`config.mk`:
```
export PLATFORM = sky130hd
export DESIGN_NAME = mmu_sequencer
export DESIGN_NICKNAME = d
export VERILOG_FILES = /design/src/rtl/mmu_sequencer.sv
export SDC_FILE = /design/constraint.sdc
export NUM_CORES = 1
export LEC_CHECK = 0
export ABC_AREA = 1
export CAP_MARGIN = 10
export CORE_MARGIN = 5
export CORE_UTILIZATION = 50
export DETAILED_ROUTE_END_ITERATION = 8
export PLACE_DENSITY = 0.84
export SYNTH_ARGS = -nofsm -noshare
export SYNTH_HDL_FRONTEND = slang
export SYNTH_SLANG_ARGS = --single-unit
```
`constraint.sdc`:
```
create_clock -name clk -period 2.3 [get_ports clk]
set_input_delay 0.69 -clock clk [delete_from_list [all_inputs] [get_ports clk]]
set_output_delay 0.69 -clock clk [all_outputs]
set_load 0.02 [all_outputs]
```
`src/rtl/mmu_sequencer.sv`:
```
// Tile sequencer for the systolic matrix unit: walks a job tile by tile,
// handshaking with the weight loader and output writer under a watchdog.
module mmu_sequencer #(
  parameter int unsigned width_height   = 16,
  parameter int unsigned timeout_cycles = 255
) (
  input  logic       clk,
  input  logic       reset,
  input  logic       start,
  input  logic [7:0] num_tiles,
  input  logic [7:0] w_base_init,
  input  logic [7:0] in_base_init,
  input  logic       weight_done,
  input  logic       wr_done,
  output logic       wl_start,
  output logic       rd_active,
  output logic [7:0] w_base,
  output logic [7:0] in_base,
  output logic [7:0] tile_idx,
  output logic       busy,
  output logic       done,
  output logic       error
);

  localparam int unsigned WD_W = (timeout_cycles > 1) ? $clog2(timeout_cycles) : 1;
  localparam logic [WD_W-1:0] WD_LAST = WD_W'(timeout_cycles - 1);
  localparam logic [7:0] STRIDE = 8'(width_height);

  typedef enum logic [2:0] {IDLE, LOAD_W, WAIT_W, COMPUTE, WAIT_C} state_e;

  state_e          state_q, state_d;
  logic [7:0]      tiles_q, tiles_d;
  logic [7:0]      tile_q, tile_d;
  logic [7:0]      wb_q, wb_d;
  logic [7:0]      ib_q, ib_d;
  logic [WD_W-1:0] wd_q, wd_d;
  logic            busy_q, busy_d;
  logic            err_q, err_d;
  logic            wl_q, wl_d;
  logic            rd_q, rd_d;
  logic            done_q, done_d;

  // Next-state and registered-output logic
  always_comb begin
    state_d = state_q;
    tiles_d = tiles_q;
    tile_d  = tile_q;
    wb_d    = wb_q;
    ib_d    = ib_q;
    wd_d    = wd_q;
    busy_d  = busy_q;
    err_d   = err_q;
    wl_d    = 1'b0;
    rd_d    = 1'b0;
    done_d  = 1'b0;
    unique case (state_q)
      IDLE: begin
        if (start) begin
          err_d   = 1'b0;
          tiles_d = num_tiles;
          if (num_tiles != 8'd0) begin
            state_d = LOAD_W;
            busy_d  = 1'b1;
            wl_d    = 1'b1;
            tile_d  = 8'd0;
            wb_d    = w_base_init;
            ib_d    = in_base_init;
          end else begin
            done_d = 1'b1;
            busy_d = 1'b0;
          end
        end
      end
      LOAD_W: begin
        state_d = WAIT_W;
        wd_d    = '0;
      end
      WAIT_W: begin
        // A done input on the final watchdog cycle takes priority over timeout
        if (weight_done) begin
          state_d = COMPUTE;
          rd_d    = 1'b1;
        end else if (wd_q == WD_LAST) begin
          state_d = IDLE;
          err_d   = 1'b1;
          done_d  = 1'b1;
          busy_d  = 1'b0;
        end else begin
          wd_d = wd_q + WD_W'(1);
        end
      end
      COMPUTE: begin
        state_d = WAIT_C;
        wd_d    = '0;
      end
      WAIT_C: begin
        if (wr_done) begin
          if (tile_q == tiles_q - 8'd1) begin
            state_d = IDLE;
            done_d  = 1'b1;
            busy_d  = 1'b0;
          end else begin
            state_d = LOAD_W;
            wl_d    = 1'b1;
            tile_d  = tile_q + 8'd1;
            wb_d    = wb_q + STRIDE;
            ib_d    = ib_q + STRIDE;
          end
        end else if (wd_q == WD_LAST) begin
          state_d = IDLE;
          err_d   = 1'b1;
          done_d  = 1'b1;
          busy_d  = 1'b0;
        end else begin
          wd_d = wd_q + WD_W'(1);
        end
      end
      default: state_d = IDLE;
    endcase
  end

  always_ff @(posedge clk) begin
    if (reset) begin
      state_q <= IDLE;
      tiles_q <= 8'd0;
      tile_q  <= 8'd0;
      wb_q    <= 8'd0;
      ib_q    <= 8'd0;
      wd_q    <= '0;
      busy_q  <= 1'b0;
      err_q   <= 1'b0;
      wl_q    <= 1'b0;
      rd_q    <= 1'b0;
      done_q  <= 1'b0;
    end else begin
      state_q <= state_d;
      tiles_q <= tiles_d;
      tile_q  <= tile_d;
      wb_q    <= wb_d;
      ib_q    <= ib_d;
      wd_q    <= wd_d;
      busy_q  <= busy_d;
      err_q   <= err_d;
      wl_q    <= wl_d;
      rd_q    <= rd_d;
      done_q  <= done_d;
    end
  end

  assign wl_start  = wl_q;
  assign rd_active = rd_q;
  assign w_base    = wb_q;
  assign in_base   = ib_q;
  assign tile_idx  = tile_q;
  assign busy      = busy_q;
  assign done      = done_q;
  assign error     = err_q;

endmodule

```
# Word-level counts from Yosys, hierarchy flattened
# Index checks and enable logic that the tools add are counted.
dict set report op_classes {
  bitwise_logic 1
  reduce_logical 13
  n_eq_ne 13
  muxes 50
  addsub 5
}
# operator count
set op_table {}
lappend op_table {{8-bit two-way mux} 15}
lappend op_table {{8-bit case mux with 2 select lines} 3}
lappend op_table {{8-bit case mux with 3 select lines} 1}
lappend op_table {{1-bit two-way mux} 21}
lappend op_table {{8-bit by 1-bit adder with 8-bit output, second input constant} 2}
lappend op_table {{8-bit by 5-bit adder with 8-bit output, second input constant} 2}
lappend op_table {{3-bit two-way mux} 5}
lappend op_table {{3-bit case mux with 5 select lines} 1}
lappend op_table {{2-bit inequality test, second input constant} 6}
lappend op_table {{1-bit case mux with 3 select lines} 3}
lappend op_table {{8-bit equality test} 1}
lappend op_table {{8-bit equality test, second input constant} 1}
lappend op_table {{4-bit AND reduction} 2}
lappend op_table {{8-bit nonzero test} 1}
lappend op_table {{8-bit by 1-bit subtractor with 8-bit output, second input constant} 1}
lappend op_table {{3-bit by 2-bit equality test with 1-bit output, second input constant} 2}
lappend op_table {{3-bit nonzero test} 2}
lappend op_table {{5-bit AND reduction} 1}
lappend op_table {{2-bit AND reduction} 2}
lappend op_table {{2-bit OR reduction} 2}
lappend op_table {{3-bit by 1-bit equality test with 1-bit output, second input constant} 1}
lappend op_table {{3-bit equality test, second input constant} 1}
lappend op_table {{3-bit logical NOT} 1}
lappend op_table {{3-bit inequality test, second input constant} 1}
lappend op_table {{4 further kinds} 4}
dict set report totals {
  output_inout_bits 29
  reg_bits 48
}

# Logic depth before layout (Yosys ltp)
dict set report logic_depth {
  depth_word 5
  depth_mapped 16
  mapped_depth_nobuf 15
}

# Worst setup path before layout
# No wires, ideal clock.
dict set report synth_path {
  path_type {input port to flip-flop}
  startpoint {input num_tiles[0]}
  endpoint {register tile_q[1], in the netlist tile_idx[1]}
  n_path_buf 2
  required_time_ps 2187
  path_stages 8
  arrival_time_ps 1689
  path_slack_ps 498
  cell_sequence {nor4_1 -> nand2_1 -> nand3_1 -> buf_2 -> nand2_2 -> buf_2 -> nor2_1 -> nor2_1}
}
dict set report synth_via {
  elab_chain_cells 3
}
# element line_no
set synth_rtl {}
lappend synth_rtl {{start, declared} 10} ;# input logic [7:0] num_tiles,
lappend synth_rtl {{8-bit nonzero test} 61} ;# if (num_tiles != 8'd0) begin
lappend synth_rtl {{2-bit inequality test (no source line)} -}
lappend synth_rtl {{5-bit AND reduction (no source line)} -}
lappend synth_rtl {{end signal, assigned} 138} ;# tile_q <= tile_d;
lappend synth_rtl {{end, declared} 33} ;# logic [7:0] tile_q, tile_d;
# No other way between the ends.
# A chain may end at the register's enable or synchronous reset.

# Worst setup path after layout
dict set report layout_path {
  startpoint {register tile_q[6], in the netlist tile_idx[6]}
  endpoint {output tile_idx[6]}
}
# element line_no
set layout_rtl {}
lappend layout_rtl {{end, declared} 19} ;# output logic [7:0] tile_idx,
# No word-level cell between the ends.

==> results.py <==
metrics = {
    "finish": {
        "fillers": 470,
        "drive_gt1_frac": 0.0822,
        "fin_nets": 484,
        "syn_to_final_growth_pct": 29.5,
        "diodes": 0,
    },
    "global_routing": {
        "grt_usage": 0.204,
        "grt-ovfl-total": 0,
        "met3_usage": 0.0384,
        "met2_usage": 0.353,
        "grt_max_degree": 26,
        "grt_first_pass_wirelength_mm": 10.8,
        "busiest_layer": "met2",
        "antenna_found_initial": 0,
        "use_met1": 0.248,
        "grt_pass1_vias": 2413,
    },
    "setup_path": {
        "cp.arrival_ns": 1.45,
        "cp-start-kind": "flop",
        "crit_fanout": 6,
        "critPathMaxStageDelay_ns": 0.68,
        "crit_slowest_cell": "clkdlybuf4s50_1",
        "crit_chain": "clkdlybuf4s50_1",
        "required_ns": 1.61,
        "r2r_start": "tiles_q[0]$_SDFFE_PP0P_",
        "critPathTopFamily": "buffers and inverters",
        "critPathLaunch": "tile_idx[6]$_SDFFE_PP0P_",
        "crit_path_end_kind": "output pin",
        "path_buf_inv": 1,
        "critical_path_class": "flop to output pin",
    },
    "synthesis": {
        "syn_inst": 388,
        "yosys.area.top_type": "dfxtp_1",
        "ys_top_cells_by_count": "nand2_1, nor2_1, dfxtp_1",
        "synth_top_area_frac": 0.372,
        "synth_edf_count": 0,
        "yosysWarnings": 0,
        "synth_top_flop_cell": "dfxtp_1",
        "ys_top_cells_by_area": "dfxtp_1, nand2_1, nor2_1",
        "synth_fp_nets": 423,
        "syn_area_um2": 2580,
        "ys_seq_area_frac": 0.372,
        "synth.avg_cell_area_um2": 6.66,
        "synth-seq-cells": 48,
        "yosysUniqueCellTypes": 32,
        "async_flop_share": 0,
        "yosysMostFrequentCell": "nand2_1",
    },
    "detailed_routing": {
        "via_count": 2539,
        "drt_iter0_markers": 196,
        "ant_nets": 0,
        "drc_errors": 0,
        "wl_mm": 6.28,
        "via_per_inst": 4.88,
        "dr.pass1.iters": 4,
        "wl_per_cell_um": 12.1,
    },
    "cts": {
        "insertion_delay_ns": 0.30,
        "cts_tree": "built",
        "clockRootBuffer": "clkbuf_8",
        "hold_buffers": 0,
        "cts_made_buffers": 5,
        "clkSinkCount": 48,
        "cts_max_path_buffers": 2,
        "htree_levels": 2,
        "post_cts.repair.setup_buffers": 0,
        "post_cts_resized": 0,
        "clk_pin_slew_worst_paths_ns": 0.08,
    },
    "pwr": {
        "peakVddDrop_mv": 0.380,
        "power.leakage_nw": 1.43,
        "p_per_area_nw_per_um2": 728,
    },
    "sta": {
        "slew_headroom": 0.719,
        "setup_viol": 0,
        "rsz0062_at_grt": "false",
        "report.final.slew_viol_count": 0,
        "worst_pin_slew_ns": 0.422,
        "fin_crit_sh": 0.931,
        "max_freq_mhz": 467,
        "final.setup.tns_ns": 0,
        "fin_skew_ns": 0.00480,
        "fin_crit_ns": 2.14,
        "hold_violations": 0,
        "timing.hold.ws_ns": 0.465,
    },
    "placement": {
        "hpwl_mm": 4.79,
        "placement.io_buffers": 57,
        "gp_congestion": 0.841,
    },
    "min_path": {
        "hold_path.startpoint": "w_base[1]$_SDFFE_PP0P_",
        "hp-class": "flop to flop",
    },
    "floorplanning": {
        "fp.dieH_um": 81.9,
        "ios": 58,
        "rows": 26,
        "initial_utilization": 0.509,
        "coreArea_um2": 5070,
        "fp.dieW_um": 81.9,
        "die_area_um2": 6700,
    },
    "outcome": {
        "outcome": "completed",
    },
    "run": {
        "drv_cap": 0,
    },
}
==> cells by family after synthesis <==
kind of cell / synth area share
and+or+nand+nor: 0.361
buffers and inverters: 0.0761
DFF: 0.372
AOI/OAI and AO/OA: 0.0925
xor gates and xnor gates: 0.0610
adders and majority gates: 0.0291
muxes: 0.00775
==> power breakdown <==
| part | switching (mW) | internal [mW] | leakage [nW] | total [mW] |
|---|---|---|---|---|
| Clock | 0.279 | 0.240 | 0.0510 | 0.520 |
| Sequential | 0.0900 | 0.933 | 0.393 | 1.02 |
| Combinational | 0.526 | 0.368 | 0.983 | 0.893 |
==> registers in the layout, summed over array words and instances (netlist names) <==
| signal | cells |
|---|---|
| error | 1 |
| busy | 1 |
| wl_start | 1 |
| done | 1 |
| tiles_q | 8 |
| in_base | 8 |
| state_q | 3 |
| w_base | 8 |
| rd_active | 1 |
| tile_idx | 8 |
| wd_q | 8 |
==> through the flow <==
stage	util	instance area [um2]	setup WS (ns)	std cells	power, mW
after global routing	0.659	3340	0.00619	520	2.62
after global placement	0.640	3250	-0.104	512	1.90
final	0.659	3340	0.158	520	2.44
after CTS	0.658	3340	0.148	520	2.45
after floorplan	-	2580	0.498	388	1.63
after detailed placement	0.640	3250	-0.100	512	1.93
==> layout make-up <==
type                            count  area [um2]  area share
Sequential cell                    48         961       0.287
Multi-Input combinational cell    291        1430       0.428
Tap cell                           70        87.6      0.0262
Timing Repair Buffer               65         631       0.189
Clock buffer                        6        82.6      0.0247
Inverter                           38         143      0.0426
Clock inverter                      2        10.0     0.00299
==> cells in the final DEF (no fill, tap or decap), types with 2 or more instances in the layout <==
cell             synthesis  final
clkdlybuf4s50_1          0     57
inv_2                    7      7
nand2_1                103    103
mux2i_1                  2      2
xor2_1                  11     11
nor3b_1                  2      2
nor2_2                   5      5
o21ai_0                 11     11
buf_4                    0      8
dfxtp_1                 48     48
nor4_1                   2      2
nand2_2                  4      3
nand3_1                 31     31
ha_1                     6      6
a21oi_1                 28     28
nand4_1                  2      2
clkbuf_8                 0      6
inv_1                   31     31
xnor2_1                  7      7
nor3_1                   4      4
nor2_4                   2      2
clkinv_2                 0      2
nor2_1                  63     63
==> path summary, 6_finish.rpt <==
check	to	slack (ns)	cells after the start
setup reg to reg	tile_idx[1]$_SDFFE_PP0P_	0.30	14
hold reg to reg	w_base[1]$_SDFFE_PP0P_	0.46	2
hold / removal	w_base[1]$_SDFFE_PP0P_	0.46	2
setup / recovery	tile_idx[6]	0.16	1
==> layer usage <==
| metal | up-vias | wire length, um |
|---|---|---|
| met4 | 0 | 88 |
| met3 | 11 | 217 |
| met5 | - | 0 |
| li1 | 1348 | - |
| met2 | 38 | 3170 |
| met1 | 1142 | 2800 |
Note: power is estimated with default switching activity, not from simulation.
